**src/rtl/mc_control_fsm_if.sv**
```systemverilog
`default_nettype none
// ============================================================================
// Module      : mc_control_fsm_if
// Description : Bundle between the multi-cycle MIPS control unit and the
//               shared datapath.
//               Datapath to controller : opcode, funct, mem_ready
//               Controller to datapath : PC/IR/regfile/ALU/memory controls,
//                                        extender mode, debug state, and
//                                        the sticky illegal flag.
//               master : the control FSM.
//               slave  : the datapath (instruction register, memory, muxes).
// Revision    : 1.0 - initial release
// ============================================================================
interface mc_control_fsm_if;
    logic [5:0] opcode;
    logic [5:0] funct;
    logic       mem_ready;
    logic       pc_write;
    logic       pc_write_cond;
    logic       branch_ne;
    logic [1:0] pc_src;
    logic       i_or_d;
    logic       mem_read;
    logic       mem_write;
    logic       ir_write;
    logic       reg_dst;
    logic       mem_to_reg;
    logic       reg_write;
    logic       alu_src_a;
    logic [1:0] alu_src_b;
    logic [2:0] alu_op;
    logic       ext_op;
    logic [3:0] state;
    logic       illegal;

    modport master (
        input  opcode, funct, mem_ready,
        output pc_write, pc_write_cond, branch_ne, pc_src, i_or_d,
               mem_read, mem_write, ir_write, reg_dst, mem_to_reg,
               reg_write, alu_src_a, alu_src_b, alu_op, ext_op, state, illegal
    );

    modport slave (
        output opcode, funct, mem_ready,
        input  pc_write, pc_write_cond, branch_ne, pc_src, i_or_d,
               mem_read, mem_write, ir_write, reg_dst, mem_to_reg,
               reg_write, alu_src_a, alu_src_b, alu_op, ext_op, state, illegal
    );
endinterface
`default_nettype wire

```
**src/rtl/mc_control_fsm.sv**
```systemverilog
`default_nettype none
// ============================================================================
// Module      : mc_control_fsm
// Description : Multi-cycle MIPS control unit. Sequences PC, IR, register
//               file, immediate extender, ALU and unified memory, and stalls
//               on the memory ready handshake. An optional watchdog sends the
//               FSM to ILLEGAL when a memory wait lasts TIMEOUT_CYCLES.
// Ports       : clk   - system clock, rising edge
//               rst_n - asynchronous active-low reset
//               bus   - mc_control_fsm_if.master (opcode/funct/mem_ready in,
//                       all datapath controls, state and illegal out)
// Parameters  : TIMEOUT_CYCLES - memory wait limit, 0 disables the watchdog
//               TMR_W          - watchdog counter width
// Macro       : MC_CTRL_BNE_EN - adds bne (opcode 05h) through BRANCH with
//               branch_ne; when undefined, 05h is illegal.
// Revision    : 1.0 - initial release
// ============================================================================
module mc_control_fsm #(
    parameter int TIMEOUT_CYCLES = 0,
    parameter int TMR_W          = 8
) (
    input  wire logic        clk,
    input  wire logic        rst_n,
    mc_control_fsm_if.master bus
);

    typedef enum logic [3:0] {
        S_RESET   = 4'd0,
        S_FETCH   = 4'd1,
        S_DECODE  = 4'd2,
        S_MEMADR  = 4'd3,
        S_MEMRD   = 4'd4,
        S_MEMWB   = 4'd5,
        S_MEMWR   = 4'd6,
        S_EXEC    = 4'd7,
        S_ALUWB   = 4'd8,
        S_BRANCH  = 4'd9,
        S_IMMEX   = 4'd10,
        S_IMMWB   = 4'd11,
        S_JUMP    = 4'd12,
        S_ILLEGAL = 4'd15
    } state_t;

    localparam logic [5:0] c_OP_RTYPE = 6'h00;
    localparam logic [5:0] c_OP_J     = 6'h02;
    localparam logic [5:0] c_OP_BEQ   = 6'h04;
`ifdef MC_CTRL_BNE_EN
    localparam logic [5:0] c_OP_BNE   = 6'h05;
`endif
    localparam logic [5:0] c_OP_ADDI  = 6'h08;
    localparam logic [5:0] c_OP_ANDI  = 6'h0C;
    localparam logic [5:0] c_OP_ORI   = 6'h0D;
    localparam logic [5:0] c_OP_LW    = 6'h23;
    localparam logic [5:0] c_OP_SW    = 6'h2B;

    localparam logic [TMR_W-1:0] c_LIMIT   = TMR_W'(TIMEOUT_CYCLES);
    localparam bit               c_WDOG_EN = (TIMEOUT_CYCLES != 0);

    state_t           r_state;
    logic [5:0]       r_op;
    logic [TMR_W-1:0] r_cnt;

    logic             w_stall;
    logic             w_expire;
    logic [TMR_W-1:0] w_cnt_inc;

    // Only FETCH, MEMRD and MEMWR wait on memory; any other cycle (including
    // the transition into a wait state) leaves the counter cleared.
    assign w_stall   = ((r_state == S_FETCH) || (r_state == S_MEMRD) ||
                        (r_state == S_MEMWR)) && !bus.mem_ready;
    assign w_cnt_inc = r_cnt + TMR_W'(1);
    // A ready on the limit cycle is not a stall, so the normal transition wins.
    assign w_expire  = c_WDOG_EN && w_stall && (w_cnt_inc >= c_LIMIT);

    always_ff @(posedge clk or negedge rst_n) begin
        if (!rst_n) begin
            r_state <= S_RESET;
            r_op    <= '0;
            r_cnt   <= '0;
        end else begin
            r_cnt <= w_stall ? w_cnt_inc : '0;
            if (w_expire) begin
                r_state <= S_ILLEGAL;
            end else begin
                case (r_state)
                    S_RESET:  r_state <= S_FETCH;
                    S_FETCH:  if (bus.mem_ready) r_state <= S_DECODE;
                    S_DECODE: begin
                        r_op <= bus.opcode;
                        case (bus.opcode)
                            c_OP_LW, c_OP_SW:              r_state <= S_MEMADR;
                            c_OP_RTYPE:                    r_state <= S_EXEC;
                            c_OP_BEQ:                      r_state <= S_BRANCH;
`ifdef MC_CTRL_BNE_EN
                            c_OP_BNE:                      r_state <= S_BRANCH;
`endif
                            c_OP_ADDI, c_OP_ANDI, c_OP_ORI: r_state <= S_IMMEX;
                            c_OP_J:                        r_state <= S_JUMP;
                            default:                       r_state <= S_ILLEGAL;
                        endcase
                    end
                    S_MEMADR: r_state <= (r_op == c_OP_LW) ? S_MEMRD : S_MEMWR;
                    S_MEMRD:  if (bus.mem_ready) r_state <= S_MEMWB;
                    S_MEMWB:  r_state <= S_FETCH;
                    S_MEMWR:  if (bus.mem_ready) r_state <= S_FETCH;
                    S_EXEC:   r_state <= S_ALUWB;
                    S_ALUWB:  r_state <= S_FETCH;
                    S_BRANCH: r_state <= S_FETCH;
                    S_IMMEX:  r_state <= S_IMMWB;
                    S_IMMWB:  r_state <= S_FETCH;
                    S_JUMP:   r_state <= S_FETCH;
                    default:  r_state <= S_ILLEGAL;   // ILLEGAL and unused codes are terminal
                endcase
            end
        end
    end

    assign bus.state = r_state;

    // Moore decode of the state register; FETCH additionally gates the IR and
    // PC loads with mem_ready so they only fire when the fetch completes.
    always_comb begin
        bus.pc_write      = 1'b0;
        bus.pc_write_cond = 1'b0;
        bus.branch_ne     = 1'b0;
        bus.pc_src        = 2'b00;
        bus.i_or_d        = 1'b0;
        bus.mem_read      = 1'b0;
        bus.mem_write     = 1'b0;
        bus.ir_write      = 1'b0;
        bus.reg_dst       = 1'b0;
        bus.mem_to_reg    = 1'b0;
        bus.reg_write     = 1'b0;
        bus.alu_src_a     = 1'b0;
        bus.alu_src_b     = 2'b00;
        bus.alu_op        = 3'b000;
        bus.ext_op        = 1'b0;
        bus.illegal       = 1'b0;
        case (r_state)
            S_FETCH: begin
                bus.mem_read  = 1'b1;
                bus.alu_src_b = 2'b01;
                bus.ir_write  = bus.mem_ready;
                bus.pc_write  = bus.mem_ready;
            end
            S_DECODE: begin
                bus.alu_src_b = 2'b11;
                bus.ext_op    = 1'b1;
            end
            S_MEMADR: begin
                bus.alu_src_a = 1'b1;
                bus.alu_src_b = 2'b10;
                bus.ext_op    = 1'b1;
            end
            S_MEMRD: begin
                bus.i_or_d   = 1'b1;
                bus.mem_read = 1'b1;
            end
            S_MEMWB: begin
                bus.mem_to_reg = 1'b1;
                bus.reg_write  = 1'b1;
            end
            S_MEMWR: begin
                bus.i_or_d    = 1'b1;
                bus.mem_write = 1'b1;
            end
            S_EXEC: begin
                bus.alu_src_a = 1'b1;
                bus.alu_op    = 3'b010;
            end
            S_ALUWB: begin
                bus.reg_dst   = 1'b1;
                bus.reg_write = 1'b1;
            end
            S_BRANCH: begin
                bus.alu_src_a = 1'b1;
                bus.alu_op    = 3'b001;
                bus.pc_src    = 2'b01;
`ifdef MC_CTRL_BNE_EN
                if (r_op == c_OP_BNE) bus.branch_ne = 1'b1;
                else                  bus.pc_write_cond = 1'b1;
`else
                bus.pc_write_cond = 1'b1;
`endif
            end
            S_IMMEX: begin
                bus.alu_src_a = 1'b1;
                bus.alu_src_b = 2'b10;
                // addi sign-extends; the logical immediates zero-extend.
                case (r_op)
                    c_OP_ANDI: bus.alu_op = 3'b011;
                    c_OP_ORI:  bus.alu_op = 3'b100;
                    default:   bus.ext_op = 1'b1;
                endcase
            end
            S_IMMWB:   bus.reg_write = 1'b1;
            S_JUMP: begin
                bus.pc_write = 1'b1;
                bus.pc_src   = 2'b10;
            end
            S_ILLEGAL: bus.illegal = 1'b1;
            default: ;
        endcase
    end

endmodule
`default_nettype wire

```
**src/flat_wrapper.sv**
```systemverilog
// flat-port wrapper written by rule: the top's interface ports become plain ports
module mc_control_fsm_flat 
#(
    parameter int TIMEOUT_CYCLES = 0,
    parameter int TMR_W          = 8
)
  (clk, rst_n, bus_opcode, bus_funct, bus_mem_ready, bus_pc_write, bus_pc_write_cond, bus_branch_ne, bus_pc_src, bus_i_or_d, bus_mem_read, bus_mem_write, bus_ir_write, bus_reg_dst, bus_mem_to_reg, bus_reg_write, bus_alu_src_a, bus_alu_src_b, bus_alu_op, bus_ext_op, bus_state, bus_illegal);
  mc_control_fsm_if bus_i ();
  input  wire logic clk;
  input  wire logic rst_n;
  input wire logic [$bits(bus_i.opcode)-1:0] bus_opcode;
  input wire logic [$bits(bus_i.funct)-1:0] bus_funct;
  input wire logic [$bits(bus_i.mem_ready)-1:0] bus_mem_ready;
  output wire logic [$bits(bus_i.pc_write)-1:0] bus_pc_write;
  output wire logic [$bits(bus_i.pc_write_cond)-1:0] bus_pc_write_cond;
  output wire logic [$bits(bus_i.branch_ne)-1:0] bus_branch_ne;
  output wire logic [$bits(bus_i.pc_src)-1:0] bus_pc_src;
  output wire logic [$bits(bus_i.i_or_d)-1:0] bus_i_or_d;
  output wire logic [$bits(bus_i.mem_read)-1:0] bus_mem_read;
  output wire logic [$bits(bus_i.mem_write)-1:0] bus_mem_write;
  output wire logic [$bits(bus_i.ir_write)-1:0] bus_ir_write;
  output wire logic [$bits(bus_i.reg_dst)-1:0] bus_reg_dst;
  output wire logic [$bits(bus_i.mem_to_reg)-1:0] bus_mem_to_reg;
  output wire logic [$bits(bus_i.reg_write)-1:0] bus_reg_write;
  output wire logic [$bits(bus_i.alu_src_a)-1:0] bus_alu_src_a;
  output wire logic [$bits(bus_i.alu_src_b)-1:0] bus_alu_src_b;
  output wire logic [$bits(bus_i.alu_op)-1:0] bus_alu_op;
  output wire logic [$bits(bus_i.ext_op)-1:0] bus_ext_op;
  output wire logic [$bits(bus_i.state)-1:0] bus_state;
  output wire logic [$bits(bus_i.illegal)-1:0] bus_illegal;
  assign bus_i.opcode = bus_opcode;
  assign bus_i.funct = bus_funct;
  assign bus_i.mem_ready = bus_mem_ready;
  assign bus_pc_write = bus_i.pc_write;
  assign bus_pc_write_cond = bus_i.pc_write_cond;
  assign bus_branch_ne = bus_i.branch_ne;
  assign bus_pc_src = bus_i.pc_src;
  assign bus_i_or_d = bus_i.i_or_d;
  assign bus_mem_read = bus_i.mem_read;
  assign bus_mem_write = bus_i.mem_write;
  assign bus_ir_write = bus_i.ir_write;
  assign bus_reg_dst = bus_i.reg_dst;
  assign bus_mem_to_reg = bus_i.mem_to_reg;
  assign bus_reg_write = bus_i.reg_write;
  assign bus_alu_src_a = bus_i.alu_src_a;
  assign bus_alu_src_b = bus_i.alu_src_b;
  assign bus_alu_op = bus_i.alu_op;
  assign bus_ext_op = bus_i.ext_op;
  assign bus_state = bus_i.state;
  assign bus_illegal = bus_i.illegal;
  mc_control_fsm #(.TIMEOUT_CYCLES(TIMEOUT_CYCLES), .TMR_W(TMR_W)) u_core (.clk(clk), .rst_n(rst_n), .bus(bus_i));
endmodule
```
**config.mk**
```make
export PLATFORM = sky130hd
export DESIGN_NAME = mc_control_fsm_flat
export DESIGN_NICKNAME = d
export VERILOG_FILES = /design/src/rtl/mc_control_fsm_if.sv /design/src/rtl/mc_control_fsm.sv /design/src/flat_wrapper.sv
export SDC_FILE = /design/constraint.sdc
export NUM_CORES = 1
export LEC_CHECK = 0
export CORE_UTILIZATION = 30
export DETAILED_ROUTE_END_ITERATION = 16
export GPL_ROUTABILITY_DRIVEN = 0
export HOLD_SLACK_MARGIN = 0.03
export SLEW_MARGIN = 5
export SYNTH_ARGS = -nofsm -noshare
export SYNTH_HDL_FRONTEND = slang
export SYNTH_SLANG_ARGS = --single-unit
```
**constraint.sdc**
```tcl
create_clock -name clk -period 2.9 [get_ports clk]
set_input_delay 0.29 -clock clk [delete_from_list [all_inputs] [get_ports clk]]
set_output_delay 0.29 -clock clk [all_outputs]
set_load 0.01 [all_outputs]
```
==> results of run 1 <==
power groups by stage:
stage                     combinational, mW  clock [mW]  sequential [mW]
after floorplan                       0.536           0            0.275
after global placement                0.836           0            0.332
after detailed placement              0.842           0            0.335
after CTS                             0.843       0.130            0.331
after global routing                  0.918       0.135            0.347
final                                 0.838       0.125            0.333
cells in the mapped netlist (2+ instances only):
cell | count | area share, %
o21ai_0 | 4 | 2.3
nand2b_1 | 5 | 3.6
dfrtp_1 | 10 | 29
o22ai_1 | 2 | 1.4
nor2_1 | 12 | 5.1
or2_2 | 2 | 1.4
or4_1 | 2 | 1.7
a21boi_0 | 2 | 1.7
mux2_2 | 6 | 7.7
buf_4 | 2 | 1.7
and3_1 | 2 | 1.4
inv_1 | 2 | 0.86
nor4_1 | 4 | 2.9
nand3b_1 | 2 | 1.7
clkbuf_1 | 6 | 2.6
nor3_1 | 5 | 2.9
nand3_1 | 2 | 1.1
nand2_1 | 7 | 3.0
a21oi_1 | 8 | 4.6
sequential cells by signal, summed over array words and instances (netlist names):
name and cells:
u_core.r_op 6, u_core.bus.state 4
metal layers:
metal  vias to the layer above  track usage, %  share of wire, %
met2                        34            25.5                46
met3                         4            2.33               5.8
met5                         -               0                 0
met1                       432            20.4                47
li1                        463               -                 -
met4                         0            4.18              0.90
worst min-delay path by stage:
stage	startpoint	endpoint	cells after the start
2_1_floorplan	rst_n	u_core.bus.state[0]	0
3_3_place_gp	u_core.r_op[3]	u_core.r_op[3]	1
3_5_place_dp	u_core.r_op[5]	u_core.r_op[5]	1
4_1_cts	rst_n	u_core.r_op[0]	1
5_1_grt	rst_n	u_core.r_op[5]	1
6_report	rst_n	u_core.r_op[0]	1
cells in the final DEF, fill, tap and decap left out, types with 2 or more instances in the layout:
master	netlist	layout
nand3_1	2	2
o21ai_0	4	4
buf_4	2	5
nor4_1	4	4
nor2_1	12	12
clkdlybuf4s50_1	0	31
o22ai_1	2	2
and3_1	2	2
nor3_1	5	5
nand2_1	7	7
or2_2	2	2
a21boi_0	2	2
or4_1	2	2
dfrtp_1	10	10
inv_1	2	2
nand2b_1	5	5
mux2_2	6	6
nand3b_1	2	2
a21oi_1	8	8
clkbuf_4	0	3
kinds of logic after synthesis:
kind of cell           share of synthesized area [%]
multiplexers                                    7.71
other                                          0.428
flip-flops                                      28.6
buffers and inverters                           6.14
AND/OR/NAND/NOR                                 34.1
AO/OA/AOI/OAI                                   22.0
XOR/XNOR                                        1.00
through the flow:
step           utilization (%)  hold slack [ns]  cells
6_report                  45.4            0.341    170
3_3_place_gp              44.1            0.519    166
5_1_grt                   45.4            0.368    170
4_1_cts                   45.4            0.354    170
3_5_place_dp              44.1            0.521    166
2_1_floorplan                -         -0.00559    109
final cells by class:
type	instances	share of cell area, %
multi-input cells	87	45.7
repair buffers	36	27.8
flip-flops and latches	10	20.0
well taps	31	3.10
clock buffers	4	2.90
inverters	2	0.599
==> impl_metrics.yaml, run 1 <==
run_status:
  status: "finished clean"
setup_path:
  cp.required_ns: 2.61
  max_stage_delay_ns: 0.71
  crit_family: "simple AND/OR/NAND/NOR gates"
  path_depth: 4
  cpMaxStageDelayCell: "dfrtp_1"
  worstPathArrival_ns: 2.31
  r2r_slack_ns: 0.99
  r2r_cells: 4
  r2r-start: "u_core.bus.state[0]"
  cp_max_fo: 17
  timing.critical_path.buf_inv: 1
  worstSetupPathType: "flip-flop to output pin"
  crit_chain: "nand2b_1 -> nor4_1 -> or2_2 -> clkdlybuf4s50_1"
  critical_path.startpoint: "u_core.bus.state[0]"
  crit_end: "bus_pc_write"
  critPathLaunchType: "flip-flop"
  endpoint_kind: "output pin"
  rr_endpoint: "u_core.bus.state[2]"
power:
  pwr-share-seq_pct: 25.7
  p_clk_share_pct: 9.7
  power.total_mw: 1.30
  p_sw_mw: 0.554
  peakVddDrop_mv: 0.488
  power_leakage_nw: 0.451
  switching_share_pct: 42.8
  internal_power_mw: 0.741
  powerDensity_mw_per_mm2: 1030
  comb_power_share_pct: 64.6
global_route:
  grt.overflow.total: 0
  antenna_found_initial: 0
  grt_pass1_wl_um: 3900
  groute.usage.overall_pct: 15.3
  grt_pass1_vias: 823
  grt_max_degree: 18
sta:
  setup_viol: 0
  relSlewSlack_pct: 61.5
  rsz0062_at_grt: "no"
  hold_viol: 0
  worst_pin_slew_ns: 0.576
  fin_crit_sh_pct: 89.5
  fin_ws_ns: 0.303
  skew_ns: 0.00261
  finalMaxSlewViolations: 0
  fin_setup_tns_ns: 0
  clock.fmax_mhz: 385
  fin_crit_ns: 2.60
yosys:
  synth_area_um2: 876
  yosys_warnings: 0
  synthFlopType: "dfrtp_1"
  synth_edf_count: 0
  syn_avg_cell_area_um2: 8.04
  yosysSeqAreaShare_pct: 28.6
  synth_cells: 109
  synthArstFlopShare_pct: 100
  ys_ff_latch: 10
  yosysUniqueCellTypes: 43
  synth_fp_nets: 124
floorplanning:
  rows: 19
  coreArea_mm2: 0.00276
  io_pins: 39
  dieWidth_um: 56.0
  die_y_um: 56.0
  start_util_pct: 31.8
  die_area_mm2: 0.00314
route:
  routedWlPerCell_um: 13.8
  ant_nets: 0
  routed_via_density: 5.49
  drt_pass1_iterations: 4
  route.detailed.drc: 0
  vias: 933
  wl_um: 2340
  drt-initial-drc-count: 17
clock_network:
  htree_levels: 1
  root_buffer: "clkbuf_4"
  numCtsBuffers: 3
  cts_max_path_buffers: 2
  clk_pin_slew_ns: 0.07
  clkLatencyLatePin_ns: 0.26
  clock_sinks: 10
  cts_resized: 0
  cts_tree: "done"
  post_cts_buffers: 0
  cts_hold_buf: 0
placed_design:
  pre_cts_slack_ns: 0.601
  post-dp-hpwl_um: 1780
  place_area_mm2: 0.00122
  port_buffers: 31
cells_and_area:
  n_fill_cell: 280
  seq_area_um2: 250
  area.growth.synth_to_final_pct: 43.0
  multi_input_area_um2: 572
  finalInstanceArea_mm2: 0.00125
  nets: 155
  drive_gt1_share_pct: 14.4
  n_antenna_cell: 0
job:
  drv_cap: 0
hold_path:
  min_path_type: "primary input to async pin"
Power figures use the tool's default switching activity.
==> inputs of run 2 (changes only) <==
--- a/config.mk
+++ b/config.mk
@@ -6,6 +6,7 @@
 export NUM_CORES = 1
 export LEC_CHECK = 0
 export CORE_UTILIZATION = 30
+export CTS_BUF_LIST = sky130_fd_sc_hd__clkbuf_16
 export DETAILED_ROUTE_END_ITERATION = 16
 export GPL_ROUTABILITY_DRIVEN = 0
 export HOLD_SLACK_MARGIN = 0.03
==> run 2 against run 1 <==
Compared with the run above: die area unchanged; critical path depth unchanged; clock power increased by 94%; critical endpoint unchanged; highest routed layer is now met3.
==> impl_metrics.yaml, run 2 (synthesis gave the netlist of run 1 again) <==
run_status:
  status: "finished clean"
setup_path:
  endpoint_kind: "output pin"
  crit_family: "simple AND/OR/NAND/NOR gates"
  r2r_cells: 4
  cp.required_ns: 2.61
  r2r-start: "u_core.bus.state[0]"
  cp_max_fo: 17
  worstPathArrival_ns: 2.26
  cpMaxStageDelayCell: "dfrtp_1"
  crit_chain: "nand2b_1 -> nor4_1 -> or2_2 -> clkdlybuf4s50_1"
  rr_endpoint: "u_core.bus.state[2]"
  timing.critical_path.buf_inv: 1
  r2r_slack_ns: 1.02
  critical_path.startpoint: "u_core.bus.state[0]"
  max_stage_delay_ns: 0.70
  critPathLaunchType: "flip-flop"
  worstSetupPathType: "flip-flop to output pin"
floorplanning:
  die_y_um: 56.0
  dieWidth_um: 56.0
  io_pins: 39
  die_area_mm2: 0.00314
  rows: 19
  coreArea_mm2: 0.00276
  start_util_pct: 31.8
sta:
  hold_viol: 0
  skew_ns: 0.000515
  fin_crit_sh_pct: 88.1
  worst_pin_slew_ns: 0.572
  relSlewSlack_pct: 61.8
  fin_setup_tns_ns: 0
  finalMaxSlewViolations: 0
  setup_viol: 0
  rsz0062_at_grt: "no"
  fin_crit_ns: 2.55
  clock.fmax_mhz: 391
global_route:
  grt_pass1_wl_um: 4000
  use_met3_pct: 3.02
  antenna_found_initial: 0
  met1_usage_pct: 20.9
  grt.overflow.total: 0
  groute.usage.overall_pct: 15.7
  grt_use_met2_pct: 26.5
  top_usage_layer: "met2"
  grt_max_degree: 18
  grt_pass1_vias: 836
cells_and_area:
  n_antenna_cell: 0
  regMostFlops: "u_core.r_op"
  final_cell_mix: "31 x clkdlybuf4s50_1, 12 x nor2_1, 10 x dfrtp_1"
  drive_gt1_share_pct: 13.7
  nets: 155
  n_fill_cell: 275
  largest_reg_flops: 6
  final_common_cell: "clkdlybuf4s50_1"
  area.growth.synth_to_final_pct: 47.9
placed_design:
  post-dp-hpwl_um: 1780
  port_buffers: 31
clock_network:
  cts_resized: 0
  root_buffer: "clkbuf_16"
  cts_tree: "done"
  cts_max_path_buffers: 2
  clock_sinks: 10
  numCtsBuffers: 3
  cts_hold_buf: 0
  clkLatencyLatePin_ns: 0.23
  clk_pin_slew_ns: 0.04
  htree_levels: 1
  post_cts_buffers: 0
power:
  power_leakage_nw: 0.469
  peakVddDrop_mv: 0.563
  powerDensity_mw_per_mm2: 1100
  power.total_mw: 1.42
route:
  route.detailed.drc: 0
  wl_um: 2380
  routedWlPerCell_um: 14.0
  routed_via_density: 5.48
  drt-initial-drc-count: 17
  ant_nets: 0
  drt_pass1_iterations: 4
  vias: 931
job:
  drv_cap: 0
hold_path:
  min_path_type: "primary input to async pin"
==> run 2: cell types whose count changed in the layout (fill, tap and decap cells not counted), sizes merged <==
cell,before,now
clkbuf,4,3
clkinv,0,1
==> run 2: cell type report <==
cell class              count  area, um^2  area share (%)
multi-input cells          87         572            44.2
repair buffers             36         348            26.9
flip-flops and latches     10         250            19.3
clock buffers               3        75.1            5.80
well taps                  31        38.8            3.00
inverters                   2        7.51           0.580
clock inverters             1        3.75           0.290
==> run 2: how the worst max path moves through the flow <==
stage / slack (ns) / cells after the start / endpoint
after CTS: 0.35 / 4 / bus_pc_write
after detailed placement: 0.60 / 4 / bus_pc_write
final: 0.35 / 4 / bus_pc_write
after global placement: 0.64 / 4 / bus_pc_write
after global routing: 0.17 / 4 / bus_pc_write
after floorplan: 1.04 / 5 / bus_pc_write
==> run 2: power by group <==
group | switching, mW | leakage (nW) | internal (mW)
Clock | 0.0617 | 0.0385 | 0.180
Combinational | 0.385 | 0.310 | 0.453
Sequential | 0.125 | 0.120 | 0.212
Total | 0.572 | 0.469 | 0.846
==> run 2: routing by layer <==
layer	vias up	share of wire [%]
met5	-	0
met4	0	0
met3	0	5.3
met2	30	47
met1	436	47
li1	465	-
==> run 2: stage by stage <==
stage / area [um^2] / util (%) / std cells / setup slack, ns / hold WS (ns)
2_1_floorplan: 876 / - / 109 / 1.04 / -0.00559
3_3_place_gp: 1220 / 44.1 / 166 / 0.641 / 0.519
3_5_place_dp: 1220 / 44.1 / 166 / 0.601 / 0.521
4_1_cts: 1290 / 47.0 / 170 / 0.353 / 0.392
5_1_grt: 1290 / 47.0 / 170 / 0.167 / 0.409
6_report: 1290 / 47.0 / 170 / 0.345 / 0.383
==> run 2: worst reg2reg max path: cells and delay by family, from the launching register on <==
kind               cells  cell delay [ns]
AOI/OAI and AO/OA      2             0.35
and+or+nand+nor        2             0.87
DFF                    1             0.58
==> inputs of run 3 (changes only) <==
--- a/config.mk
+++ b/config.mk
@@ -5,11 +5,12 @@
 export SDC_FILE = /design/constraint.sdc
 export NUM_CORES = 1
 export LEC_CHECK = 0
-export CORE_UTILIZATION = 30
+export CORE_UTILIZATION = 43
 export CTS_BUF_LIST = sky130_fd_sc_hd__clkbuf_16
 export DETAILED_ROUTE_END_ITERATION = 16
 export GPL_ROUTABILITY_DRIVEN = 0
 export HOLD_SLACK_MARGIN = 0.03
+export PLACE_DENSITY = 0.82
 export SLEW_MARGIN = 5
 export SYNTH_ARGS = -nofsm -noshare
 export SYNTH_HDL_FRONTEND = slang
==> run 3 against run 2 <==
Compared with the run above: hold slack lost 0.0083 ns; clock skew is essentially flat; register-to-register slack lost 0.21 ns; non-clock buffer count shrank 3; flip-flop and latch count is the same; combinational power shrank 7.5%; via count shrank 1.1%; power shrank 1.4%; critical path type unchanged; critical endpoint is now bus_reg_write.
==> impl_metrics.yaml, run 3 (synthesis gave the netlist of run 1 again) <==
clock_network:
  post_cts_buffers: 0
  cts_max_path_buffers: 2
  root_buffer: "clkbuf_16"
  cts_resized: 0
  numCtsBuffers: 3
  clk_pin_slew_ns: 0.04
  clkLatencyLatePin_ns: 0.23
  htree_levels: 1
  clock_sinks: 10
  cts_hold_buf: 0
  cts_tree: "done"
sta:
  relSlewSlack_pct: 52.8
  skew_ns: 0.000482
  fin_crit_ns: 2.58
  setup_viol: 0
  hold_slack_ns: 0.375
  fin_setup_tns_ns: 0
  worst_pin_slew_ns: 0.709
  rsz0062_at_grt: "no"
  clock.fmax_mhz: 388
  finalMaxSlewViolations: 0
  fin_crit_sh_pct: 88.9
  hold_viol: 0
global_route:
  grt_use_met2_pct: 36.4
  met1_usage_pct: 33.3
  grt_max_degree: 23
  grt_pass1_vias: 792
  grt.overflow.total: 0
  grt_pass1_wl_um: 3730
  use_met3_pct: 8.85
  groute.usage.overall_pct: 24.5
  top_usage_layer: "met2"
  antenna_found_initial: 0
route:
  drt_pass1_iterations: 4
  route.detailed.drc: 0
  ant_nets: 0
  routed_via_density: 5.72
  vias: 921
  drt-initial-drc-count: 27
  routedWlPerCell_um: 14.5
  wl_um: 2340
cells_and_area:
  n_fill_cell: 168
  largest_reg_flops: 6
  final_cell_mix: "31 x clkdlybuf4s50_1, 12 x nor2_1, 10 x dfrtp_1"
  area.growth.synth_to_final_pct: 44.4
  final_cells: 161
  final_common_cell: "clkdlybuf4s50_1"
  regMostFlops: "u_core.r_op"
  drive_gt1_share_pct: 11.8
  n_antenna_cell: 0
  seq_area_um2: 250
  nets: 152
  multi_input_area_um2: 572
floorplanning:
  die_y_um: 47.1
  io_pins: 39
  coreArea_mm2: 0.00182
  start_util_pct: 48.1
  die_area_mm2: 0.00222
  dieWidth_um: 47.1
  rows: 15
job:
  drv_cap: 0
run_status:
  status: "finished clean"
hold_path:
  min_path_type: "primary input to async pin"
setup_path:
  crit_family: "flip-flops"
  worstSetupPathType: "flip-flop to output pin"
  r2r_slack_ns: 0.81
  cp_max_fo: 22
  cpMaxStageDelayCell: "dfrtp_1"
  r2r-start: "u_core.bus.state[0]"
  timing.critical_path.buf_inv: 1
  critPathLaunchType: "flip-flop"
  rr_endpoint: "u_core.bus.state[2]"
  endpoint_kind: "output pin"
  cp.required_ns: 2.61
  crit_chain: "nand2b_1 -> nor2_1 -> a21oi_1 -> o22ai_1 -> clkdlybuf4s50_1"
  max_stage_delay_ns: 0.79
  worstPathArrival_ns: 2.29
  r2r_cells: 5
placed_design:
  port_buffers: 31
  post-dp-hpwl_um: 1740
  dp.cells: 157
power:
  power_leakage_nw: 0.453
  powerDensity_mw_per_mm2: 1110
  peakVddDrop_mv: 0.583
  power.total_mw: 1.40
run 3: report_power, final:
part	switching (mW)	leakage [nW]	internal (mW)
Clock	0.0613	0.0385	0.180
Combinational	0.341	0.295	0.435
Sequential	0.170	0.120	0.211
Total	0.572	0.453	0.827
run 3: how the worst max path moves through the flow:
stage,from,endpoint,slack (ns),cells past startpoint
global route,u_core.bus.state[3],bus_reg_write,0.13,5
global placement,u_core.bus.state[3],bus_reg_write,0.65,5
CTS,u_core.bus.state[3],bus_reg_write,0.36,5
detailed placement,u_core.bus.state[3],bus_reg_write,0.61,5
finish,u_core.bus.state[3],bus_reg_write,0.32,5
floorplan,u_core.bus.state[2],bus_pc_write,1.04,5
run 3: routing by layer:
layer	share of wire (%)	wire, um	vias up
met4	1.5	34	0
met2	47	1090	34
li1	-	-	463
met5	0	0	-
met1	46	1070	419
met3	6.2	146	5
run 3: final cells by class:
class / count / area share, %
inverters: 2 / 0.593
repair buffers: 33 / 25.7
multi-input cells: 87 / 45.2
flip-flops and latches: 10 / 19.8
clock inverters: 1 / 0.297
well taps: 25 / 2.47
clock buffers: 3 / 5.93
run 3: through the flow:
| step | setup WS [ns] | utilization, % | area [um^2] |
|---|---|---|---|
| after global routing | 0.135 | 69.5 | 1260 |
| after floorplan | 1.04 | - | 876 |
| after global placement | 0.651 | 65.2 | 1190 |
| after CTS | 0.361 | 69.5 | 1260 |
| final | 0.321 | 69.5 | 1260 |
| after detailed placement | 0.609 | 65.2 | 1190 |
